==> src/rtl/scan_display_ctrl.sv <==
// rtl/scan_display_ctrl.sv - time-multiplexed 8-digit seven-segment scan driver
module scan_display_ctrl #(
    parameter int SCAN_DIV    = 50000,
    parameter int DEAD_CYCLES = 500,
    parameter int BLINK_DIV   = 64
) (
    input  logic        CP,
    input  logic        reset,
    input  logic        EN,
    input  logic [31:0] digits,
    input  logic [7:0]  dp,
    input  logic [7:0]  blank_mask,
    input  logic [7:0]  blink_mask,
    output logic [7:0]  an,
    output logic [3:0]  seg_code,
    output logic        seg_dp,
    output logic [2:0]  digit_sel,
    output logic        scan_tick
);

    localparam int CW = (SCAN_DIV > 1) ? $clog2(SCAN_DIV) : 1;
    localparam int FW = (BLINK_DIV > 1) ? $clog2(BLINK_DIV) : 1;
    localparam logic [CW-1:0] CNT_LAST   = CW'(SCAN_DIV - 1);
    localparam logic [CW-1:0] DEAD_LIMIT = CW'(DEAD_CYCLES);
    localparam logic [FW-1:0] FRAME_LAST = FW'(BLINK_DIV - 1);

    logic [CW-1:0] r_cnt;
    logic [2:0]    r_digit;
    logic [FW-1:0] r_frame;
    logic          r_blink_phase;
    logic [7:0]    r_an;
    logic [3:0]    r_seg_code;
    logic          r_seg_dp;
    logic          r_scan_tick;

    logic          w_slot_last;
    logic          w_show;
    logic          w_suppress;
    logic [4:0]    w_nibble_base;

    assign w_slot_last   = (r_cnt == CNT_LAST);
    assign w_show        = (r_cnt >= DEAD_LIMIT);
    assign w_suppress    = blank_mask[r_digit] | (blink_mask[r_digit] & r_blink_phase);
    assign w_nibble_base = {r_digit, 2'b00};

    // Slot counter, digit index, frame counter and blink phase; all frozen while EN is low.
    always_ff @(posedge CP or negedge reset) begin
        if (!reset) begin
            r_cnt         <= '0;
            r_digit       <= '0;
            r_frame       <= '0;
            r_blink_phase <= 1'b0;
        end else if (EN) begin
            if (w_slot_last) begin
                r_cnt   <= '0;
                r_digit <= r_digit + 3'd1;
                if (r_digit == 3'd7) begin
                    if (r_frame == FRAME_LAST) begin
                        r_frame       <= '0;
                        r_blink_phase <= ~r_blink_phase;
                    end else begin
                        r_frame <= r_frame + FW'(1);
                    end
                end
            end else begin
                r_cnt <= r_cnt + CW'(1);
            end
        end
    end

    // Registered display outputs, one cycle behind the slot position that produced them.
    always_ff @(posedge CP or negedge reset) begin
        if (!reset) begin
            r_an        <= 8'hFF;
            r_seg_code  <= 4'h0;
            r_seg_dp    <= 1'b0;
            r_scan_tick <= 1'b0;
        end else begin
            r_seg_code  <= digits[w_nibble_base +: 4];
            r_seg_dp    <= dp[r_digit];
            r_scan_tick <= EN & w_slot_last;
            if (EN && w_show && !w_suppress) begin
                r_an <= ~(8'h01 << r_digit);
            end else begin
                r_an <= 8'hFF;
            end
        end
    end

    assign an        = r_an;
    assign seg_code  = r_seg_code;
    assign seg_dp    = r_seg_dp;
    assign digit_sel = r_digit;
    assign scan_tick = r_scan_tick;

endmodule

==> config.mk <==
export PLATFORM = sky130hd
export DESIGN_NAME = scan_display_ctrl
export DESIGN_NICKNAME = d
export VERILOG_FILES = /design/src/rtl/scan_display_ctrl.sv
export SDC_FILE = /design/constraint.sdc
export NUM_CORES = 1
export LEC_CHECK = 0
export ABC_AREA = 1
export BUFFER_PORTS_ARGS = -buffer_cell sky130_fd_sc_hd__buf_2
export CORE_MARGIN = 2
export CORE_UTILIZATION = 45
export CTS_CLUSTER_SIZE = 40
export DETAILED_ROUTE_END_ITERATION = 16
export PLACE_DENSITY = 0.73
export SLEW_MARGIN = 0
export SYNTH_ARGS = -nofsm -noshare
export SYNTH_HDL_FRONTEND = slang
export SYNTH_SLANG_ARGS = --single-unit
==> constraint.sdc <==
create_clock -name CP -period 3.6 [get_ports CP]
set_input_delay 0.18 -clock CP [delete_from_list [all_inputs] [get_ports CP]]
set_output_delay 0.18 -clock CP [all_outputs]
set_load 0.03 [all_outputs]
==> PnR_summary.wiki <==
{| class="wikitable"
! Metric !! Value
|-
| # IOs || 76
|-
| Failing checks || negative hold slack
|-
| Crit. Startpoint || digit_sel[1]$_DFFE_PN0P_
|-
| Buf+Inv Stages, Crit Path || 1
|-
| Critical path capture point type || flop
|-
| Proportion of layout cells with a drive suffix above 1 || 0.2539
|-
| Post-CTS resize count || 0
|-
| Number of antenna violations at the first check in global routing || 0
|-
| Count of inserted antenna diode cells || 0
|-
| Most common cell in the netlist || nand2_1
|-
| Worst-skew pair later-pin latency || 0.29 ns
|-
| Average wire length per cell after detail routing || between 10 and 15 um
|-
| Static leakage || between 0.0015 and 0.002 uW
|-
| Sum of negative setup slack || 0 ns
|-
| Die outline height || about 80 um
|-
| Outcome || finished, violations left
|-
| Proportion of power drawn by combinational gates || 0.233
|-
| Area growth from synthesis to layout || 18.99%
|-
| Post-CTS Hold Fix Bufs || 0
|-
| Synthesis warning total || 0
|-
| Global-route wire length before repair || 10320 um
|-
| Total DRC errors in the routed layout || 0
|-
| Register-to-register setup slack || about 1.8 ns
|-
| Clock tree from TritonCTS || yes
|-
| First-iteration detailed-routing DRC count || about 140
|-
| Number of setup violations in the final report || 0
|-
| Detailed placement HPWL || between 4000 and 5000 um
|-
| Number of vias in the routed layout || about 2.5k
|-
| Power dissipated by switching net loads || about 370 uW
|-
| EDFF count, synth || 0
|-
| Cell type of the slowest stage on the worst timing path || dfrtp_1
|-
| Kind of cell adding the most delay to the critical path || flip-flops
|-
| Yosys cell types || 27
|-
| Final non-filler cell total || a little over 500
|-
| Global-route usage over all layers || 0.1998
|-
| Worst endpoint required time || 3.81 ns
|-
| Critical-path cell list || inv_1, nand3_1, nand2_1, a21oi_4, nand4_1
|-
| Grt total ovfl || 0
|-
| Placed instance count || 509
|-
| Largest fanout on the critical path || 19
|-
| Clk pin slew, worst setup/hold paths || around 0.08 ns
|-
| Post-synthesis register bit count || 40
|-
| Fraction of power spent switching nets || 0.3346
|-
| Clock skew || 0.006398 ns
|-
| Vias in the first global route || 2479
|-
| Startpoint class of the critical path || flop
|-
| H-tree level count || 2
|-
| Number of buffers inserted during clock tree synthesis || 5
|-
| Maximum capacitance violations || 0
|-
| Worst Max-Slew Pin Slew || roughly 0.84 ns
|-
| Routed wire length || ~6000 um
|-
| Clk root buf || clkbuf_8
|-
| R2r endpoint || an[4]$_DFF_PN1_
|-
| Power Internal || 726.1 uW
|-
| Endpoint arrival time on the critical path || ~2.0 ns
|-
| Cell type contributing the most total cell area after synthesis || dfrtp_1
|-
| Count of buffers inserted at the top-level ports || 75
|-
| Total setup buffers inserted after CTS || 0
|-
| Worst-case headroom to the max-slew limit || 0.4377
|-
| Largest net degree at the start of global routing || 41
|-
| Final-report hold violation count || 11
|-
| Min Tclk post-route || roughly 1.8 ns
|-
| Synthesized net count || around 440
|-
| Top cells by area, synth || dfrtp_1 (31%), nand2_1 (14%), dfstp_2 (8.0%)
|-
| Final-report max-slew violation count || 0
|-
| Post-synthesis async set-or-reset flop share || 1.000
|-
| VDD IR max || 195.5 uV
|-
| Post-layout net count || between 500 and 600
|-
| Total die area || approximately 0.0064 mm^2
|-
| Final Hold Slack || -0.009770 ns
|-
| Commonest cells in the netlist || nand2_1 (95), inv_1 (52), nor2_1 (47), o21ai_0 (33), dfrtp_1 (32)
|-
| Clock share of power || 0.264
|-
| DR pass1 iterations || 4
|-
| Initial cell density of the core || 0.4694
|-
| Top cell type's share of synthesized area || 0.3061
|-
| Number of sinks on the clock net || 40
|-
| Largest stage delay, worst path || about 0.68 ns
|-
| Proportion of power drawn by flip-flops and latches || 0.503
|-
| Post-synthesis sequential area ratio || 0.3864
|-
| Number of cells produced by synthesis || roughly 370
|-
| Die width || 80.25 um
|-
| Classification of the worst setup path || flop to flop
|-
| Worst flop-to-flop path startpoint || digit_sel[1]$_DFFE_PN0P_
|-
| Summed instance area of the synthesized netlist || between 0.002 and 0.003 mm^2
|-
| Hold WC Path Type || input pin to asynchronous set/reset pin
|-
| Placer's final routability congestion estimate || 0.8383
|-
| Portion of the clock cycle consumed by the worst path in the final layout || 0.4996
|-
| Highest Clock Rate || 555.9 MHz
|-
| Core Box Area || between 0.005 and 0.006 mm^2
|-
| Vias per Instance || 4.919
|-
| Detail Route Antenna Nets || 0
|-
| Power Density || between 300 and 400 mW/mm^2
|-
| Maximum number of buffers from clock root to sink || 2
|-
| Std cell rows || 27
|-
| R2R cell count || 5
|-
| Synth Flop Type || dfrtp_1
|-
| Synth Area per Inst || between 7 and 8 um^2
|-
| Unrepaired setup endpoints after global routing || no
|}
-- power groups by stage --
stage                     clock network, uW  registers [uW]  logic (uW)
after floorplan                           0             552         167
after global placement                    0             554         243
after detailed placement                  0             554         249
after CTS                               299             547         252
after global routing                    313             555         296
final                                   288             549         254
-- registers in the layout, indices dropped and copies added, names as in the netlist --
| name | count |
|---|---|
| scan_tick | 1 |
| seg_code | 4 |
| digit_sel | 3 |
| r_blink_phase | 1 |
| r_frame | 6 |
| an | 8 |
| seg_dp | 1 |
| r_cnt | 16 |
-- cell type report --
type / count / area (um^2)
multi-input cells: 263 / 1323
fillers: 563 / 2461
clock buffers: 6 / 72.57
clock inverters: 2 / 12.51
inverters: 57 / 214.0
well taps: 72 / 90.09
flip-flops and latches: 40 / 1011
repair buffers: 77 / 390.4
-- per-stage QoR --
stage                     area, um^2  utilization  hold WS [ns]  power (uW)  setup slack (ns)
final                           3113       0.5585     -0.009770        1091             1.801
after global routing            3113       0.5585       0.05932        1164             1.539
after CTS                       3113       0.5585       0.02253        1097             1.818
after detailed placement        3028       0.5432        0.3425       802.7             1.842
after global placement          3028       0.5432        0.3353       797.5             1.882
after floorplan                 2616            -       -0.1156       719.1             2.016
-- metal layers --
| metal | global-route usage | up-vias | wire length, um |
|---|---|---|---|
| li1 | - | 1315 | - |
| met4 | 0.05932 | 0 | 97 |
| met5 | 0 | - | 0 |
| met3 | 0.04494 | 11 | 212 |
| met2 | 0.3633 | 54 | 2963 |
| met1 | 0.2328 | 1163 | 2609 |
-- cells by family (layout without fill, tap and decap cells) --
group	Yosys count	count (layout)	synth area share
simple gates	200	200	0.3415
xor+xnor	6	6	0.02009
fa+ha+maj	9	9	0.04304
compound gates	48	48	0.1009
flops	40	40	0.3864
buf+inv	68	142	0.1081
-- worst max path at each step --
| stage | endpoint | slack [ns] | cells past startpoint |
|---|---|---|---|
| finish | an[4]$_DFF_PN1_ | 1.80 | 5 |
| global placement | an[3]$_DFF_PN1_ | 1.88 | 5 |
| CTS | r_frame[5]$_DFFE_PN0P_ | 1.82 | 6 |
| detailed placement | an[4]$_DFF_PN1_ | 1.84 | 5 |
| global route | r_frame[3]$_DFFE_PN0P_ | 1.54 | 6 |
| floorplan | digit_sel[1]$_DFFE_PN0P_ | 2.02 | 7 |
-- layout by cell type (no fill, tap or decap), types with 2 or more instances in the layout --
cell	count
nor2_2	5
nand3_1	23
a21oi_1	3
nand4_1	12
xor2_1	4
o21ai_0	33
ha_1	9
clkbuf_8	5
xnor2_1	2
o22ai_1	10
dfstp_2	8
nor2_1	47
dfrtp_1	32
inv_2	4
buf_2	75
nor2_4	4
nand3_2	4
nor3_1	7
nand2_1	95
inv_1	52
buf_4	2
nand2_2	2
Note: power is estimated with default switching activity, not from simulation.
